$ cat src/rtl/bit_serial_pkg.sv
// Shared types and helpers for the bit-serial adder.
// Optional subtract mode is controlled by the SERIAL_ADDER_SUB_EN macro (see top level).
package bit_serial_pkg;

  typedef enum logic [1:0] {
    IDLE  = 2'd0,
    SHIFT = 2'd1,
    DONE  = 2'd2
  } state_t;

  // Width of the bit counter that walks 0 .. WIDTH-1.
  function automatic int CNT_W(input int width);
    return $clog2(width);
  endfunction

endpackage

$ cat src/rtl/serial_fa_cell.sv
// One-bit full adder with its carry flip-flop.
// The carry is preset on load (0 for add, 1 for subtract) and
// advances to the majority of a, b and carry on every enabled cycle.
module serial_fa_cell (
  input  logic CLK,
  input  logic reset_n,
  input  logic a,
  input  logic b,
  input  logic carry_preset,
  input  logic load,
  input  logic enable,
  output logic s,
  output logic carry
);

  logic r_carry;

  assign s     = a ^ b ^ r_carry;
  assign carry = r_carry;

  // Carry register: preset on load, majority update while shifting.
  always_ff @(posedge CLK or negedge reset_n) begin
    if (!reset_n) begin
      r_carry <= 1'b0;
    end else if (load) begin
      r_carry <= carry_preset;
    end else if (enable) begin
      r_carry <= (a & b) | (a & r_carry) | (b & r_carry);
    end
  end

endmodule

$ cat src/rtl/bit_serial_adder.sv
// Bit-serial adder: adds two WIDTH-bit operands LSB-first, one bit per clock,
// through a single full-adder cell, with a start/busy/done handshake.
// Optional feature macro: SERIAL_ADDER_SUB_EN enables the subtract mode
// (b loaded with ~y and carry preset to 1 when sub=1).
//
// Handshake: start is sampled only in IDLE; the operands and sub are captured
// on that edge. busy is high while bits are being shifted. done is a one-cycle
// pulse coinciding with the update of sum, which then holds until the next done.
// dbg_state exposes the FSM state for observation.
module bit_serial_adder
  import bit_serial_pkg::*;
#(
  parameter int WIDTH = 8
) (
  input  logic             CLK,
  input  logic             reset_n,
  input  logic             start,
  input  logic [WIDTH-1:0] x,
  input  logic [WIDTH-1:0] y,
  input  logic             sub,
  output logic             busy,
  output logic             done,
  output logic [WIDTH:0]   sum,
  output state_t           dbg_state
);

  localparam int            CW   = CNT_W(WIDTH);
  localparam logic [CW-1:0] LAST = CW'(WIDTH - 1);

  state_t           r_state;
  logic [WIDTH-1:0] r_a;
  logic [WIDTH-1:0] r_b;
  logic [WIDTH-1:0] r_p;
  logic [CW-1:0]    r_cnt;
  logic [WIDTH:0]   r_sum;
  logic             r_done;
  logic             r_busy;

  logic             w_load;
  logic             w_shift;
  logic [WIDTH-1:0] w_b_load;
  logic             w_preset;
  logic             w_s;
  logic             w_carry;

  assign w_load  = (r_state == IDLE) && start;
  assign w_shift = (r_state == SHIFT);

`ifdef SERIAL_ADDER_SUB_EN
  // Subtract as x + ~y + 1: invert b and preset the carry.
  assign w_b_load = sub ? ~y : y;
  assign w_preset = sub;
`else
  // Add-only build: sub has no effect.
  logic w_unused_sub;
  assign w_unused_sub = sub;
  assign w_b_load     = y;
  assign w_preset     = 1'b0;
`endif

  serial_fa_cell u_fa (
    .CLK          (CLK),
    .reset_n      (reset_n),
    .a            (r_a[0]),
    .b            (r_b[0]),
    .carry_preset (w_preset),
    .load         (w_load),
    .enable       (w_shift),
    .s            (w_s),
    .carry        (w_carry)
  );

  // Sequencer FSM with operand/result shift registers and registered outputs.
  always_ff @(posedge CLK or negedge reset_n) begin
    if (!reset_n) begin
      r_state <= IDLE;
      r_a     <= '0;
      r_b     <= '0;
      r_p     <= '0;
      r_cnt   <= '0;
      r_sum   <= '0;
      r_done  <= 1'b0;
      r_busy  <= 1'b0;
    end else begin
      r_done <= 1'b0;
      case (r_state)
        IDLE: begin
          if (start) begin
            r_a     <= x;
            r_b     <= w_b_load;
            r_cnt   <= '0;
            r_busy  <= 1'b1;
            r_state <= SHIFT;
          end
        end
        SHIFT: begin
          r_a   <= {1'b0, r_a[WIDTH-1:1]};
          r_b   <= {1'b0, r_b[WIDTH-1:1]};
          r_p   <= {w_s, r_p[WIDTH-1:1]};
          r_cnt <= r_cnt + CW'(1);
          if (r_cnt == LAST) begin
            r_busy  <= 1'b0;
            r_state <= DONE;
          end
        end
        DONE: begin
          r_sum   <= {w_carry, r_p};
          r_done  <= 1'b1;
          r_state <= IDLE;
        end
        default: begin
          r_busy  <= 1'b0;
          r_state <= IDLE;
        end
      endcase
    end
  end

  assign busy      = r_busy;
  assign done      = r_done;
  assign sum       = r_sum;
  assign dbg_state = r_state;

endmodule
$ cat config.mk
export PLATFORM = sky130hd
export DESIGN_NAME = bit_serial_adder
export DESIGN_NICKNAME = d
export VERILOG_FILES = /design/src/rtl/bit_serial_pkg.sv /design/src/rtl/serial_fa_cell.sv /design/src/rtl/bit_serial_adder.sv
export SDC_FILE = /design/constraint.sdc
export NUM_CORES = 1
export LEC_CHECK = 0
export BUFFER_PORTS_ARGS = -buffer_cell sky130_fd_sc_hd__buf_4
export CAP_MARGIN = 20
export CORE_MARGIN = 2
export CORE_UTILIZATION = 30
export CTS_BUF_LIST = sky130_fd_sc_hd__clkbuf_4 sky130_fd_sc_hd__clkbuf_8 sky130_fd_sc_hd__clkbuf_16
export DETAILED_ROUTE_END_ITERATION = 10
export PLACE_DENSITY = 0.53
export SLEW_MARGIN = 20
export SYNTH_ARGS = -nofsm -noshare
export SYNTH_HDL_FRONTEND = slang
export SYNTH_SLANG_ARGS = --single-unit
$ cat constraint.sdc
create_clock -name CLK -period 3.3 [get_ports CLK]
set_input_delay 0.495 -clock CLK [delete_from_list [all_inputs] [get_ports CLK]]
set_output_delay 0.495 -clock CLK [all_outputs]
set_load 0.02 [all_outputs]
* Word level (Yosys, flattened, before mapping)
Index checks and enable logic that the tools add are counted.
** Word-level totals
- Register bits after elaboration :: 41
- Latch bits :: 0
- RAM bits :: 0
- Bits in read-only memories :: 0
- Logic and storage cells :: 45
- Memories kept :: 0
** Cells by class
- $add $sub $neg :: 1
- $mul :: 0
- Div/mod/pow operators :: 0
- Order comparisons :: 0
- Equality and inequality tests :: 5
- Shift operators :: 0
- Mux-type cells :: 15
- Bitwise operators :: 8
- Reduce and logical (&&, ||, !) cells :: 7
** Operator list (count)
- $pmux 8 s2 :: 2
- $mux 8 :: 2
- $pmux 3 s2 :: 1
- $mux 1 :: 5
- $mux 2 :: 2
- $ne 2x2->1 const B :: 2
- $pmux 2 s2 :: 1
- $reduce_and 2->1 :: 2
- $reduce_bool 2->1 :: 2
- $add 3x1->3 const B :: 1
- $and 1x1->1 :: 3
- $eq 3x3->1 const B :: 1
- $mux 3 :: 1
- $pmux 1 s3 :: 1
- $reduce_and 3->1 :: 1
- $eq 2x1->1 const B :: 1
- $eq 2x2->1 const B :: 1
- $logic_not 2->1 :: 1
- $or 1x1->1 :: 2
- $xor 1x1->1 :: 2
- $logic_and 1x1->1 :: 1
- $not 1->1 :: 1

* Longest topological paths before layout
Gate-level depths: netlist (run 1).
- Depth in word-level cells :: 5
- Depth in mapped cells :: 5
- Depth with buffers taken out :: 5

* Hierarchy
Synthesis (run 1) repeated with hierarchy kept, for this count alone.
** Second synthesis, totals
- Cells, all modules :: 133
- Area, all modules :: 1724.2 µm²
** Modules (own cells, without submodules)
- bit_serial_adder :: times used 1, cells an instance 128, area each 1660.3 µm², seq. area each 1001.0 µm²
- serial_fa_cell :: times used 1, cells an instance 5, area each 63.8 µm², seq. area each 25.0 µm²

* Worst setup path after synthesis (run 1)
OpenSTA, ideal clock, no wires.
- Path kind :: register -> register
- Start point :: register r_state[1] (netlist: dbg_state[1])
- End point :: register r_p[0]
- Setup time :: 0.125 ns
- Arrival time :: 1.227 ns
- Required time :: 3.175 ns
- Path slack :: 1.948 ns
- Stages on the path, launching flop included :: 5
- Buffers on the path :: 2
- Clock period less this slack :: 1.352 ns
- Path through :: dfrtp_1 > buf_6 > nand2b_4 > buf_6 > mux2_4
** On the way
- Cells in the longest elaborated chain, start to end :: 1
** RTL lines
- start: declaration :: RTL line bit_serial_adder.sv:30 : state_t r_state;
- start signal: assignment :: RTL line bit_serial_adder.sv:76 : r_state <= IDLE;
- start signal: assignment :: RTL line bit_serial_adder.sv:93 : r_state <= SHIFT;
- start signal: assignment :: RTL line bit_serial_adder.sv:103 : r_state <= DONE;
- $eq 2x1->1 :: RTL line bit_serial_adder.sv:86 : case (r_state)
- end signal: assignment :: RTL line bit_serial_adder.sv:99 : r_p <= {w_s, r_p[WIDTH-1:1]};
- end: declaration :: RTL line bit_serial_adder.sv:33 : logic [WIDTH-1:0] r_p;
No other way between the ends.
A chain may end at the register's enable or synchronous reset.

* Final worst setup path (run 1)
- Start point :: register r_state[1] (netlist: dbg_state[1])
- End point :: output dbg_state[1]
** RTL lines
- end: declaration :: RTL line bit_serial_adder.sv:24 : output state_t dbg_state
No word-level cell between the ends.

==> results of run 1 <==
==> per-stage QoR <==
step	util (%)	cell area (sq um)	power, W	instances
finish	38.5	2160	0.00211	240
global route	38.5	2160	0.00228	240
CTS	38.5	2160	0.00213	240
detailed placement	36.1	2020	0.00164	232
global placement	36.1	2020	0.00161	232
floorplan	-	1760	0.00144	137
==> cell usage after synthesis (4+ instances only) <==
cell       instances  area share [%]
o22ai_1           18             6.4
o21ai_0            6             1.7
dfrtp_1           41              58
nand2_1            6             1.3
nor2_1             4            0.85
mux2_4             7             6.0
a21oi_1            7             2.0
mux2_2             8             5.1
inv_1              7             1.5
a2bb2oi_1          4             2.0
==> final cells by class <==
class / instances / area, sq um
Clock buffer: 5 / 68.8
Clock inverter: 3 / 68.8
Fill cell: 596 / 3450
Inverter: 7 / 26.3
Multi-Input combinational cell: 81 / 648
Sequential cell: 41 / 1030
Tap cell: 72 / 90.1
Timing Repair Buffer: 31 / 233
==> logic make-up after synthesis <==
group                      synth area share, %
and+or+nand+nor                           6.74
adders and majority gates                 2.55
muxes                                     11.1
buffers and inverters                     5.11
DFF                                       58.2
AOI/OAI and AO/OA                         16.4
==> flip-flops by register name (all words and copies together), names as in the netlist <==
register	cells
busy	1
sum	9
u_fa.carry	1
r_cnt	3
r_p	8
dbg_state	2
r_a	8
r_b	8
done	1
==> layer usage <==
layer	vias up	wire, um	GRT usage [%]
met5	-	0	0
met4	0	61	5.08
met3	6	192	4.04
met2	31	1580	19.1
met1	575	1690	16.4
li1	558	-	-
==> power breakdown <==
group / total, W / internal, W / switching [W]
Clock: 0.000488 / 0.000304 / 0.000183
Sequential: 0.000882 / 0.000724 / 0.000158
Combinational: 0.000741 / 0.000399 / 0.000341
Total: 0.00211 / 0.00143 / 0.000682
==> worst paths after layout <==
check / from / end / slack (ns) / cells after the start
hold reg to reg: busy / busy / 0.51 / 2
setup reg to reg: dbg_state[1] / r_p[2] / 1.86 / 2
hold / removal: reset_n / sum[3] / 0.17 / 1
min in group CLK: y[7] / r_b[7] / 0.45 / 2
setup / recovery: dbg_state[1] / dbg_state[1] / 1.68 / 1
max in group asynchronous: reset_n / r_a[7] / 2.78 / 1
==> results.yml, run 1 <==
clock_network:
  clockRootBuffer: "clkbuf_8"
  cts_hold_buffers: 0
  postCtsSetupBuffers: 0
  cts_tree: "done"
  clockBufferDepth: 2
  clock_latency_ns: 0.30
  h-tree-depth: 2
  clock-sinks: 41
  cts_resized: 0
  numCtsBuffers: 5
  clk_pin_slew_ns: 0.09
floorplanning:
  dieArea_sq_um: 6510
  die_height_um: 80.7
  die_w_um: 80.7
  ios: 33
  initial_core_util_pct: 31.5
  coreArea_sq_um: 5610
  num_rows: 27
cells_and_area:
  drive_above_1_share_pct: 35.7
  final_cell_mix: "dfrtp_1, buf_4, o22ai_1"
  n_antenna_cell: 0
  syn_to_final_growth_pct: 22.5
  final_common_cell: "dfrtp_1"
  fin_nets: 190
sta:
  fin_crit_sh_pct: 49.1
  final-max-slew-violation-count: 0
  hold_viol: 0
  tightest_slew_ns: 0.515
  fin_crit_ns: 1.62
  rsz0062_at_grt: "false"
  hold_slack_ns: 0.170
  setup-tns-final_ns: 0
  skew_ns: 0.00807
  setup_ws_ns: 1.68
  relSlewSlack_pct: 65.7
  fmax_ghz: 0.617
  setup_viol: 0
setup_path:
  crit_chain: "buf_4"
  start_kind: "register"
  path_buf_inv: 1
  slowest_stage: "dfrtp_1"
  arrival_ns: 1.13
  worstPathRequired_ns: 2.80
  slowest_delay_ns: 0.61
  crit_family: "flip-flops"
  criticalPathCategory: "register to primary output"
  worst_setup_path_end_kind: "primary output"
  path_max_fanout: 12
synth:
  yosysWarningCount: 0
  synth_area_sq_um: 1760
  synthArstFlopShare_pct: 100
  synth-main-ff-cell: "dfrtp_1"
  netlist_instances: 137
  syn_area_per_cell_sq_um: 12.9
  synth_edf_count: 0
  ys_ff_latch: 41
  synthDistinctLibCells: 26
  yosysSeqAreaShare_pct: 58.2
  synth_nets: 160
drt:
  firstDrtPassIters: 4
  post_drt_wl_per_cell_um: 14.7
  finalWirelength_um: 3530
  viasPerCell: 4.88
  drc: 0
  drtIter0Drc: 27
  dr_total_vias: 1170
  ant_nets: 0
global_routing:
  track_usage_pct: 12.5
  grt_max_degree: 42
  gr-total-overflow: 0
  antenna_found_initial: 0
  first_global_vias: 1223
  grt_pass1_wl_um: 6070
placed_design:
  io_buffers: 31
  dp_hpwl_um: 2340
  gp_congestion: 0.760
  place_ws_ns: 1.86
pwr:
  vdd_ir_drop_max_mv: 0.331
  power.density_nw_per_um2: 977
  p_leak_nw: 1.03
min_path:
  hp-class: "input pin to async pin"
outcome:
  status: "complete, no violations"
flow_run:
  max_cap_viol_count: 0
(Power assumes the default switching activity.)
==> run 2: changes to the inputs <==
==> constraint.sdc (replaced) <==
create_clock -name CLK -period 1.65 [get_ports CLK]
set_input_delay 0.2475 -clock CLK [delete_from_list [all_inputs] [get_ports CLK]]
set_output_delay 0.2475 -clock CLK [all_outputs]
set_load 0.02 [all_outputs]
==> run 2 against run 1 <==
  * Critical path depth rose by 2
  * Cell area down 0.87%
  * Clock-buffer cell count is 2 higher
  * Worst setup slack worse by 1.4 ns
  * Cell count rose by 0.83%
  * Combinational power up 100%
  * Global-route usage shrank 0.85 points
  * Utilization is 0.33 points lower
  * Critical path type is now register to register
  * Critical endpoint is now r_cnt[1]
  * Largest cell class unchanged
==> results.yml, run 2 (synthesized netlist as in run 1, its figures left out) <==
floorplanning:
  coreArea_sq_um: 5610
  ios: 33
  initial_core_util_pct: 31.5
  die_height_um: 80.7
  num_rows: 27
  dieArea_sq_um: 6510
  die_w_um: 80.7
drt:
  post_drt_wl_per_cell_um: 13.9
  ant_nets: 0
  drtIter0Drc: 53
  dr_total_vias: 1177
  viasPerCell: 4.86
  drc: 0
  firstDrtPassIters: 4
  finalWirelength_um: 3370
clock_network:
  postCtsSetupBuffers: 0
  clock-sinks: 41
  clk_pin_slew_ns: 0.07
  clockRootBuffer: "clkbuf_8"
  numCtsBuffers: 5
  clockBufferDepth: 2
  clock_latency_ns: 0.29
  cts_resized: 0
  h-tree-depth: 2
  cts_tree: "done"
sta:
  hold_viol: 0
  setup-tns-final_ns: 0
  skew_ns: 0.00292
  setup_ws_ns: 0.264
  setup_viol: 0
  final-max-slew-violation-count: 0
  fin_crit_sh_pct: 84.0
  fin_crit_ns: 1.39
  relSlewSlack_pct: 65.1
  rsz0062_at_grt: "false"
  tightest_slew_ns: 0.523
  fmax_ghz: 0.722
pwr:
  power.density_nw_per_um2: 1850
  vdd_ir_drop_max_mv: 0.665
  combPwrFrac_pct: 37.9
  switching_power_w: 0.00133
  p_leak_nw: 1.02
  p_clk_share_pct: 17.9
  total_power_w: 0.00396
  switching_share_pct: 33.5
  p_int_w: 0.00263
  seq_power_share_pct: 44.2
global_routing:
  grt_max_degree: 42
  gr-total-overflow: 0
  antenna_found_initial: 0
  first_global_vias: 1255
  track_usage_pct: 11.7
  grt_pass1_wl_um: 5750
outcome:
  status: "complete, no violations"
cells_and_area:
  n_antenna_cell: 0
  final_common_cell: "dfrtp_1"
  largest_reg_flops: 9
  final_cell_mix: "dfrtp_1, buf_4, o22ai_1"
  finalInstanceArea_sq_um: 2140
  fin_util_pct: 38.2
  syn_to_final_growth_pct: 21.4
  fin_nets: 192
  drive_above_1_share_pct: 35.9
setup_path:
  worstPathRequired_ns: 1.83
  arrival_ns: 1.56
  worst_setup_path_end_kind: "register"
  criticalPathCategory: "register to register"
  start_kind: "register"
  path_max_fanout: 14
min_path:
  hp-class: "input pin to register"
flow_run:
  max_cap_viol_count: 0
placed_design:
  place_ws_ns: 0.274
  gp_congestion: 0.765
  dp_hpwl_um: 2320
  placed_area_sq_um: 2030
  io_buffers: 31
[run 2: cell count changes in the layout (fill, tap and decap cells not counted), sizes merged]
cell,before,now
clkbuf,5,7
clkinv,0,1
bufinv,2,0
buf,31,32
inv,8,7
dlygate4sd3,0,1
[run 2: layout make-up]
class,count,area (sq um)
fill,574,3470
sequential,41,1030
multi-input combinational,81,648
timing repair buffer,33,250
clock buffer,7,96.3
tap,72,90.1
inverter,7,26.3
clock inverter,1,5.00
[run 2: worst paths after layout]
check / endpoint / start / slack, ns / cells past startpoint
max reg2reg: r_cnt[1] / dbg_state[0] / 0.26 / 3
max in group asynchronous: r_b[0] / reset_n / 0.81 / 2
max: r_cnt[1] / dbg_state[0] / 0.26 / 3
min: r_b[7] / y[7] / 0.22 / 2
min in group asynchronous: sum[1] / reset_n / 0.47 / 2
min reg2reg: r_cnt[0] / r_cnt[0] / 0.50 / 1
[run 2: power groups by stage]
stage	clock [W]	sequential, W	combinational [W]
2_1_floorplan	0	0.00180	0.00109
3_3_place_gp	0	0.00175	0.00147
3_5_place_dp	0	0.00177	0.00152
4_1_cts	0.000734	0.00175	0.00153
5_1_grt	0.000784	0.00181	0.00168
6_report	0.000710	0.00175	0.00150
[run 2: stage by stage]
step,instances,hold WS [ns]
2_1_floorplan,137,-0.0481
3_3_place_gp,233,0.251
3_5_place_dp,233,0.264
4_1_cts,242,0.213
5_1_grt,242,0.218
6_report,242,0.215
[run 2: critical path, cell delays in order, from the launching register on]
cell	delay [ns]
dfrtp_1	0.50
inv_1	0.40
nor2_1	0.12
a22o_1	0.25
[run 2: layer usage]
layer / vias up / track usage, % / wire length, um
li1: 563 / - / -
met4: 0 / 4.07 / 29
met5: - / 0 / 0
met3: 4 / 3.37 / 164
met1: 581 / 15.4 / 1560
met2: 29 / 18.3 / 1620
[run 2: repair_timing]
| item | in CTS | in global routing |
|---|---|---|
| setup endpoints to repair | 0 | 0 |
| hold buffers | 1 | 0 |
| endpoints found under the hold margin | 41 | 0 |
==> run 3: changes to the inputs <==
==> constraint.sdc (replaced) <==
create_clock -name CLK -period 1.4 [get_ports CLK]
set_input_delay 0.21 -clock CLK [delete_from_list [all_inputs] [get_ports CLK]]
set_output_delay 0.21 -clock CLK [all_outputs]
set_load 0.02 [all_outputs]
==> run 3 against run 2 <==
  * Die area unchanged
  * Power increased by 24%
  * Sequential cell count unchanged
  * Global-route usage fell by 0.12 points
  * Sequential share of layout area fell by 1.1 points
  * Sequential power grew 18%
  * Combinational power is 23% higher
  * Register-to-register slack got worse by 0.18 ns
  * Clock power is 40% higher
  * Largest cell class unchanged
==> results.yml, run 3 (synthesized netlist as in run 1, its figures left out) <==
setup_path:
  crit_family: "flip-flops"
  worstPathRequired_ns: 1.58
  worst_setup_path_end_kind: "register"
  criticalPathCategory: "register to register"
  arrival_ns: 1.49
  rr_worst_depth: 2
  slowest_delay_ns: 0.56
  path_buf_inv: 0
  crit_cells: 2
  start_kind: "register"
  slowest_stage: "dfrtp_1"
  crit_chain: "nand2b_4 -> mux2_2"
  path_max_fanout: 11
drt:
  post_drt_wl_per_cell_um: 14.1
  drc: 0
  dr_total_vias: 1198
  firstDrtPassIters: 4
  finalWirelength_um: 3470
  drtIter0Drc: 32
  viasPerCell: 4.87
  ant_nets: 0
clock_network:
  clockRootBuffer: "clkbuf_8"
  cts_resized: 0
  clock_latency_ns: 0.29
  h-tree-depth: 2
  postCtsSetupBuffers: 0
  cts_hold_buffers: 1
  clock-sinks: 41
  clk_pin_slew_ns: 0.08
  cts_tree: "done"
  clockBufferDepth: 2
  numCtsBuffers: 5
placed_design:
  gp_congestion: 0.754
  dp_hpwl_um: 2390
  io_buffers: 31
  placed_area_sq_um: 2060
  place_ws_ns: 0.0786
floorplanning:
  ios: 33
  dieArea_sq_um: 6510
  die_height_um: 80.7
  coreArea_sq_um: 5610
  initial_core_util_pct: 31.5
  die_w_um: 80.7
  num_rows: 27
pwr:
  switching_share_pct: 32.5
  p_int_w: 0.00331
  combPwrFrac_pct: 37.7
  p_clk_share_pct: 20.3
  p_leak_nw: 1.05
  vdd_ir_drop_max_mv: 0.764
  switching_power_w: 0.00159
  seq_power_share_pct: 42.0
  power.density_nw_per_um2: 2240
  total_power_w: 0.00490
sta:
  fin_crit_ns: 1.31
  skew_ns: 0.00441
  setup_ws_ns: 0.0854
  hold_viol: 0
  final-max-slew-violation-count: 0
  rsz0062_at_grt: "false"
  relSlewSlack_pct: 65.6
  tightest_slew_ns: 0.516
  fmax_ghz: 0.761
  setup-tns-final_ns: 0
  setup_viol: 0
  fin_crit_sh_pct: 93.9
global_routing:
  antenna_found_initial: 0
  use_met1_pct: 15.6
  first_global_vias: 1238
  track_usage_pct: 11.5
  use_met3_pct: 3.37
  grt_most_used_layer: "met2"
  gr-total-overflow: 0
  gr-usage-met2_pct: 17.5
  grt_max_degree: 42
  grt_pass1_wl_um: 5690
cells_and_area:
  fin_util_pct: 39.1
  syn_to_final_growth_pct: 24.2
  n_antenna_cell: 0
  final_common_cell: "dfrtp_1"
  drive_above_1_share_pct: 37.4
  largest_reg_flops: 9
  fill_cells: 569
  fin_nets: 196
  final_cell_mix: "dfrtp_1, buf_4, o22ai_1"
  finalInstanceArea_sq_um: 2190
min_path:
  hold_depth: 3
  hp-class: "input pin to register"
outcome:
  status: "complete, no violations"
flow_run:
  max_cap_viol_count: 0
## run 3: cell count changes in the layout (fill, tap and decap cells not counted)
cell / before / now
buf_4: 32 / 36
clkinv_2: 1 / 0
clkbuf_4: 0 / 1
clkbuf_8: 7 / 6
bufinv_16: 0 / 1
## run 3: worst paths after layout
kind | startpoint | endpoint | slack, ns
worst max-delay path | dbg_state[0] | sum[0] | 0.09
worst min-delay path | x[7] | r_a[7] | 0.17
worst max register to register | dbg_state[0] | sum[0] | 0.09
worst min register to register | sum[1] | sum[1] | 0.51
max in group asynchronous | reset_n | r_b[6] | 0.61
min in group asynchronous | reset_n | sum[0] | 0.44
## run 3: per-layer routing
layer  wire length (um)  part of all wire (%)  up-vias
li1                   -                     -      571
met1               1670                    48      582
met2               1580                    45       38
met3                175                   5.0        7
met4                 48                   1.4        0
met5                  0                     0        -
## run 3: final cells by class
| type | count | area [sq um] | share of cell area, % |
|---|---|---|---|
| clock inverter | 1 | 30.0 | 1.37 |
| inverter | 7 | 26.3 | 1.20 |
| multi-input combinational | 81 | 648 | 29.6 |
| sequential | 41 | 1030 | 46.8 |
| timing repair buffer | 37 | 280 | 12.8 |
| tap | 72 | 90.1 | 4.11 |
| clock buffer | 7 | 90.1 | 4.11 |
## run 3: worst register-to-register path: stages, from the launching register on
cell      delay (ns)
dfrtp_1         0.56
nand2b_4        0.29
mux2_2          0.35
## run 3: power groups by stage
stage	logic [W]	clock network (W)	registers, W
2_1_floorplan	0.00128	0	0.00212
3_3_place_gp	0.00179	0	0.00206
3_5_place_dp	0.00186	0	0.00208
4_1_cts	0.00187	0.00102	0.00206
5_1_grt	0.00203	0.00107	0.00213
6_report	0.00185	0.000995	0.00206
## run 3: per-stage QoR
| stage | std cells | hold WS [ns] |
|---|---|---|
| floorplan | 137 | -0.0856 |
| global placement | 237 | 0.215 |
| detailed placement | 237 | 0.225 |
| CTS | 246 | 0.169 |
| global route | 246 | 0.176 |
| finish | 246 | 0.170 |
